$ cat src/rtl/rv32i_reg_file_scoreboard.sv
// ============================================================================
// rv32i_reg_file_scoreboard : 32x32 integer register file with a per-register
//                             pending-write scoreboard (issue marks, writeback retires)
// Rev 1.0
// ============================================================================
`default_nettype none

module rv32i_reg_file_scoreboard #(
  parameter int PEND_W = 1
) (
  input  logic        i_clk,
  input  logic        i_rst,
  input  logic [4:0]  i_rs1,
  input  logic [4:0]  i_rs2,
  input  logic [4:0]  i_rd_decode,
  input  logic        i_rden,
  input  logic [4:0]  i_rd,
  input  logic [31:0] i_w_data,
  input  logic        i_wen,
  input  logic        i_flush,
  output logic [31:0] o_rs1_data,
  output logic [31:0] o_rs2_data,
  output logic        o_rs1_busy,
  output logic        o_rs2_busy,
  output logic        o_rd_busy,
  output logic        o_clear_status
);

  localparam logic [PEND_W-1:0] C_MAX = '1;

  logic [31:0]       r_regs [32];
  logic [PEND_W-1:0] r_cnt  [32];
  logic              r_clear_status;

  logic              w_wr;
  logic [31:0]       w_inc;
  logic [31:0]       w_dec;
  logic [PEND_W-1:0] w_cnt_nxt [32];
  logic              w_clear;
  logic              w_dec_rs1;
  logic              w_dec_rs2;
  logic [PEND_W-1:0] w_left_rs1;
  logic [PEND_W-1:0] w_left_rs2;

  assign w_wr = i_wen && (i_rd != 5'd0);

  // Per-register issue/retire qualifiers; x0 never counts.
  for (genvar r = 0; r < 32; r++) begin : g_slot
    assign w_inc[r] = (r != 0) && i_rden && (i_rd_decode == 5'(r)) && (r_cnt[r] != C_MAX);
    assign w_dec[r] = (r != 0) && i_wen  && (i_rd == 5'(r))        && (r_cnt[r] != '0);
  end

  always_comb begin
    w_clear = 1'b0;
    for (int r = 0; r < 32; r++) begin
      w_cnt_nxt[r] = r_cnt[r];
      if (i_flush) begin
        w_cnt_nxt[r] = '0;
      end else if (w_inc[r] && !w_dec[r]) begin
        w_cnt_nxt[r] = r_cnt[r] + PEND_W'(1);
      end else if (w_dec[r] && !w_inc[r]) begin
        w_cnt_nxt[r] = r_cnt[r] - PEND_W'(1);
        if (r_cnt[r] == PEND_W'(1)) w_clear = 1'b1;
      end
    end
  end

  always_ff @(posedge i_clk or posedge i_rst) begin
    if (i_rst) begin
      for (int r = 0; r < 32; r++) begin
        r_regs[r] <= '0;
        r_cnt[r]  <= '0;
      end
      r_clear_status <= 1'b0;
    end else begin
      if (w_wr) r_regs[i_rd] <= i_w_data;
      for (int r = 0; r < 32; r++) r_cnt[r] <= w_cnt_nxt[r];
      r_clear_status <= w_clear;
    end
  end

  // Busy reflects the count after this cycle's retire, matching the write-first bypass.
  assign w_dec_rs1  = w_wr && (i_rd == i_rs1) && (r_cnt[i_rs1] != '0);
  assign w_dec_rs2  = w_wr && (i_rd == i_rs2) && (r_cnt[i_rs2] != '0);
  assign w_left_rs1 = r_cnt[i_rs1] - PEND_W'(w_dec_rs1);
  assign w_left_rs2 = r_cnt[i_rs2] - PEND_W'(w_dec_rs2);

  assign o_rs1_data = (i_rs1 == 5'd0) ? 32'd0 :
                      (w_wr && (i_rd == i_rs1)) ? i_w_data : r_regs[i_rs1];
  assign o_rs2_data = (i_rs2 == 5'd0) ? 32'd0 :
                      (w_wr && (i_rd == i_rs2)) ? i_w_data : r_regs[i_rs2];

  assign o_rs1_busy     = (i_rs1 != 5'd0) && (w_left_rs1 != '0);
  assign o_rs2_busy     = (i_rs2 != 5'd0) && (w_left_rs2 != '0);
  assign o_rd_busy      = (i_rd_decode != 5'd0) && (r_cnt[i_rd_decode] == C_MAX);
  assign o_clear_status = r_clear_status;

endmodule

`default_nettype wire
$ cat config.mk
export PLATFORM = sky130hd
export DESIGN_NAME = rv32i_reg_file_scoreboard
export DESIGN_NICKNAME = d
export VERILOG_FILES = /design/src/rtl/rv32i_reg_file_scoreboard.sv
export SDC_FILE = /design/constraint.sdc
export NUM_CORES = 2
export LEC_CHECK = 0
export ABC_AREA = 1
export BUFFER_PORTS_ARGS = -buffer_cell sky130_fd_sc_hd__buf_2
export CORE_MARGIN = 3
export CORE_UTILIZATION = 30
export DETAILED_ROUTE_END_ITERATION = 16
export GPL_ROUTABILITY_DRIVEN = 0
export PLACE_DENSITY = 0.45
export SLEW_MARGIN = 25
export SYNTH_ARGS = -nofsm -noshare
export SYNTH_HDL_FRONTEND = slang
export SYNTH_SLANG_ARGS = --single-unit
export TNS_END_PERCENT = 1
$ cat constraint.sdc
create_clock -name i_clk -period 69.2 [get_ports i_clk]
set_input_delay 17.3 -clock i_clk [delete_from_list [all_inputs] [get_ports i_clk]]
set_output_delay 17.3 -clock i_clk [all_outputs]
set_load 0.02 [all_outputs]
==> reports/results.md <==
| Metric | This run | Unit |
|---|---|---|
| Outcome | completed | - |
| Vias per cell | 5.489 | - |
| Slew margin rel. | 0.2625 | - |
| Number of enable flip-flop cells after synthesis | 0 | - |
| Total gr overflow | 0 | - |
| Arrival time of the worst setup path | 21.99 | ns |
| Depth of the CTS H-tree | 4 | - |
| Placed wire-length estimate | 152200 | um |
| Final layout net count | 8138 | - |
| Critical Path Source Type | input pin | - |
| Most used standard cell by instance count after synthesis | sky130_fd_sc_hd__nand2_1 | - |
| Share of the yosys chip area belonging to registers | 0.4403 | - |
| First-pass GRT wire length | 400500 | um |
| Setup crit end kind | output port | - |
| Height of the chip | 453.3 | um |
| Port Buf Inserts | 124 | - |
| Post-Syn Area per Cell | 7.073 | um^2 |
| WS Path Type | input pin to output port | - |
| Post-Syn Instances | 8485 | - |
| Startpoint of the worst setup timing path | i_rs1[0] | - |
| Area delta synth->final | 10.62 | % |
| Cell types with the highest counts after synthesis | sky130_fd_sc_hd__nand2_1 (2484), sky130_fd_sc_hd__o21ai_0 (1325), sky130_fd_sc_hd__nand3_1 (1217), sky130_fd_sc_hd__dfrtp_1 (1056), sky130_fd_sc_hd__inv_1 (558) | - |
| Mean routed wirelength per cell | 25.36 | um |
| Peak fanout along the critical path | 90 | - |
| Number of instances in the placed design | 10580 | - |
| Share of cells above drive strength 1 | 0.06454 | - |
| Number of global-route vias before repair | 55560 | - |
| Fill cell total of the finished layout | 21210 | - |
| Max clock buf depth | 3 | - |
| Antenna Violating Nets Remaining | 0 | - |
| Worst slack at placement | 30.04 | ns |
| Top flip-flop cell by instance count after synthesis | sky130_fd_sc_hd__dfrtp_1 | - |
| Drt drc | 0 | - |
| Global routing usage summed across all routing layers | 0.2620 | - |
| Critical path required time | 51.90 | ns |
| Maximum number of pins on one net before global-route repair | 167 | - |
| Area of the placeable core | 0.1980 | mm^2 |
| Slew at the pin closest to its max-slew limit | 1.104 | ns |
| Pwr Total | 1.907 | mW |
| Clock Root Buffer | sky130_fd_sc_hd__clkbuf_16 | - |
| Total power per unit cell area | 28.73 | mW/mm^2 |
| Vias post-DR | 59430 | - |
| Setup violators final | 0 | - |
| Main area contributors after synthesis | sky130_fd_sc_hd__dfrtp_1 (44%), sky130_fd_sc_hd__nand2_1 (16%), sky130_fd_sc_hd__o21ai_0 (11%) | - |
| Number of ports placed on the die boundary | 125 | - |
| Area share of the largest cell type after synthesis | 0.4403 | - |
| Worst hold margin | 0.3768 | ns |
| Post-synthesis cell area | 0.06001 | mm^2 |
| Pre-antenna DRT Iters | 8 | - |
| Synthesized net count | 8542 | - |
| Total clock sinks | 1056 | - |
| Reg-to-reg startpoint | r_cnt[8] | - |
| Number of non-filler instances in the completed layout | 10830 | - |
| Count of instances resized after the clock tree is built | 0 | - |
| Clock insertion delay at the later pin of the skew report | 0.80 | ns |
| Number of buffers created by CTS | 133 | - |
| Number of maximum-capacitance violations | 0 | - |
| Initial Utilization | 0.3030 | - |
| Type of the tightest min-delay check | register to register | - |
| Unrepaired setup endpoints after global routing | no | - |
| Post-CTS setup-driven buffer insertion count | 0 | - |
| Final cycle utilization of the critical path | 0.5678 | - |
| Count of different cell masters after synthesis | 38 | - |
| Final critical-path required period | 39.29 | ns |
| Worst clock skew on the final layout | 0.01780 | ns |
| #FFs+latches synth | 1056 | - |
| Final Hold Vio Count | 0 | - |
| Hold Buf Count CTS | 0 | - |
| Leak | 30.14 | nW |
| Yosys warnings | 0 | - |
| Fraction of registers with async set/reset | 1.000 | - |
| Final WS setup | 29.91 | ns |
| Die Area | 0.2054 | mm^2 |
| Clk pin slew, worst setup/hold paths | 0.06 | ns |
| Min-delay src | r_regs[1023] | - |
| Antenna violations before repair | 9 | - |
| Fmax | 25.45 | MHz |
| Count of pins over their slew limit | 0 | - |
| Initial drt markers | 6999 | - |
| Cell type with the highest aggregate area in the netlist | sky130_fd_sc_hd__dfrtp_1 | - |
| Final total negative setup slack | 0 | ns |
| Horizontal extent of the die | 453.3 | um |
| Wire length reported by the detailed router | 274500 | um |
| Worst-case vdd ir drop | 0.00002707 | V |
| CTS tree | yes | - |
| Standard-cell row count | 163 | - |
## layout by cell type, fill, tap and decap left out, drive strengths merged
master,instances
dfrtp,1056
o31ai,3
buf,251
inv,579
o211ai,339
xnor2,4
clkbuf,201
o21ai,1343
o211a,1
o22ai,9
bufinv,6
xor2,3
and3,2
nand2,2486
nand3,1218
clkinvlp,1
a21oi,400
nand4,12
diode,6
nor3,7
nor2,224
o41ai,1
or2,2
clkinv,31
a21boi,2
## path summary, 6_finish.rpt
path                                   to  depth (start not counted)  slack [ns]
max                        o_rs1_data[26]                         12       29.91
min                          r_regs[1023]                          0        0.38
max reg2reg                o_clear_status                         10       67.68
min reg2reg                  r_regs[1023]                          0        0.38
max in group asynchronous     r_regs[522]                          5       49.45
min in group asynchronous     r_regs[660]                          2       16.58
## state kept, by name, summed over array words and instances (netlist names)
register,cells
r_regs,1024
o_clear_status,1
r_cnt,31
## cell families (layout without fill, tap and decap cells)
logic type,after synthesis,count (layout),share of synthesized area
AND/OR/NAND/NOR,3951,3951,0.2747
buffers and inverters,1373,1069,0.09403
flip-flops,1056,1056,0.4403
XOR/XNOR,7,7,0.001022
AO/OA/AOI/OAI,2098,2098,0.1900
other,0,6,0
## power by group
part	leakage [nW]	internal, mW	switching (mW)
clock network	2.19	0.425	0.293
registers	13.2	0.736	0.0741
logic	14.7	0.123	0.256
## routing by layer
metal,part of all wire,vias up,track usage
met3,0.068,522,0.03296
li1,-,27300,-
met1,0.43,28960,0.3517
met2,0.46,2640,0.4272
met4,0.045,0,0.1054
met5,0,-,0
## through the flow
step | instance area [um^2] | utilization
floorplan | 60010 | -
global placement | 61710 | 0.3116
detailed placement | 61860 | 0.3124
CTS | 66280 | 0.3347
global route | 66380 | 0.3352
finish | 66380 | 0.3352
## area by class of cell
cell class | instances | area (um^2) | area share
Antenna cell | 6 | 15.01 | 0.0002262
Clock buffer | 201 | 4040 | 0.06086
Multi-Input combinational cell | 6056 | 28130 | 0.4237
Timing Repair Buffer | 251 | 1841 | 0.02772
Tap cell | 2640 | 3303 | 0.04976
Clock inverter | 34 | 382.9 | 0.005767
Sequential cell | 1056 | 26430 | 0.3981
Inverter | 583 | 2250 | 0.03389
## critical path, cell delays in order
cell	delay (ns)
sky130_fd_sc_hd__buf_8	0.17
sky130_fd_sc_hd__buf_4	0.68
sky130_fd_sc_hd__buf_4	0.77
sky130_fd_sc_hd__buf_4	0.83
sky130_fd_sc_hd__buf_4	0.78
sky130_fd_sc_hd__o211ai_1	0.20
sky130_fd_sc_hd__nand3_1	0.14
sky130_fd_sc_hd__nand3_1	0.09
sky130_fd_sc_hd__nand3_1	0.14
sky130_fd_sc_hd__nand3_1	0.31
sky130_fd_sc_hd__nand2_1	0.16
sky130_fd_sc_hd__buf_2	0.19
(Power assumes the default switching activity.)
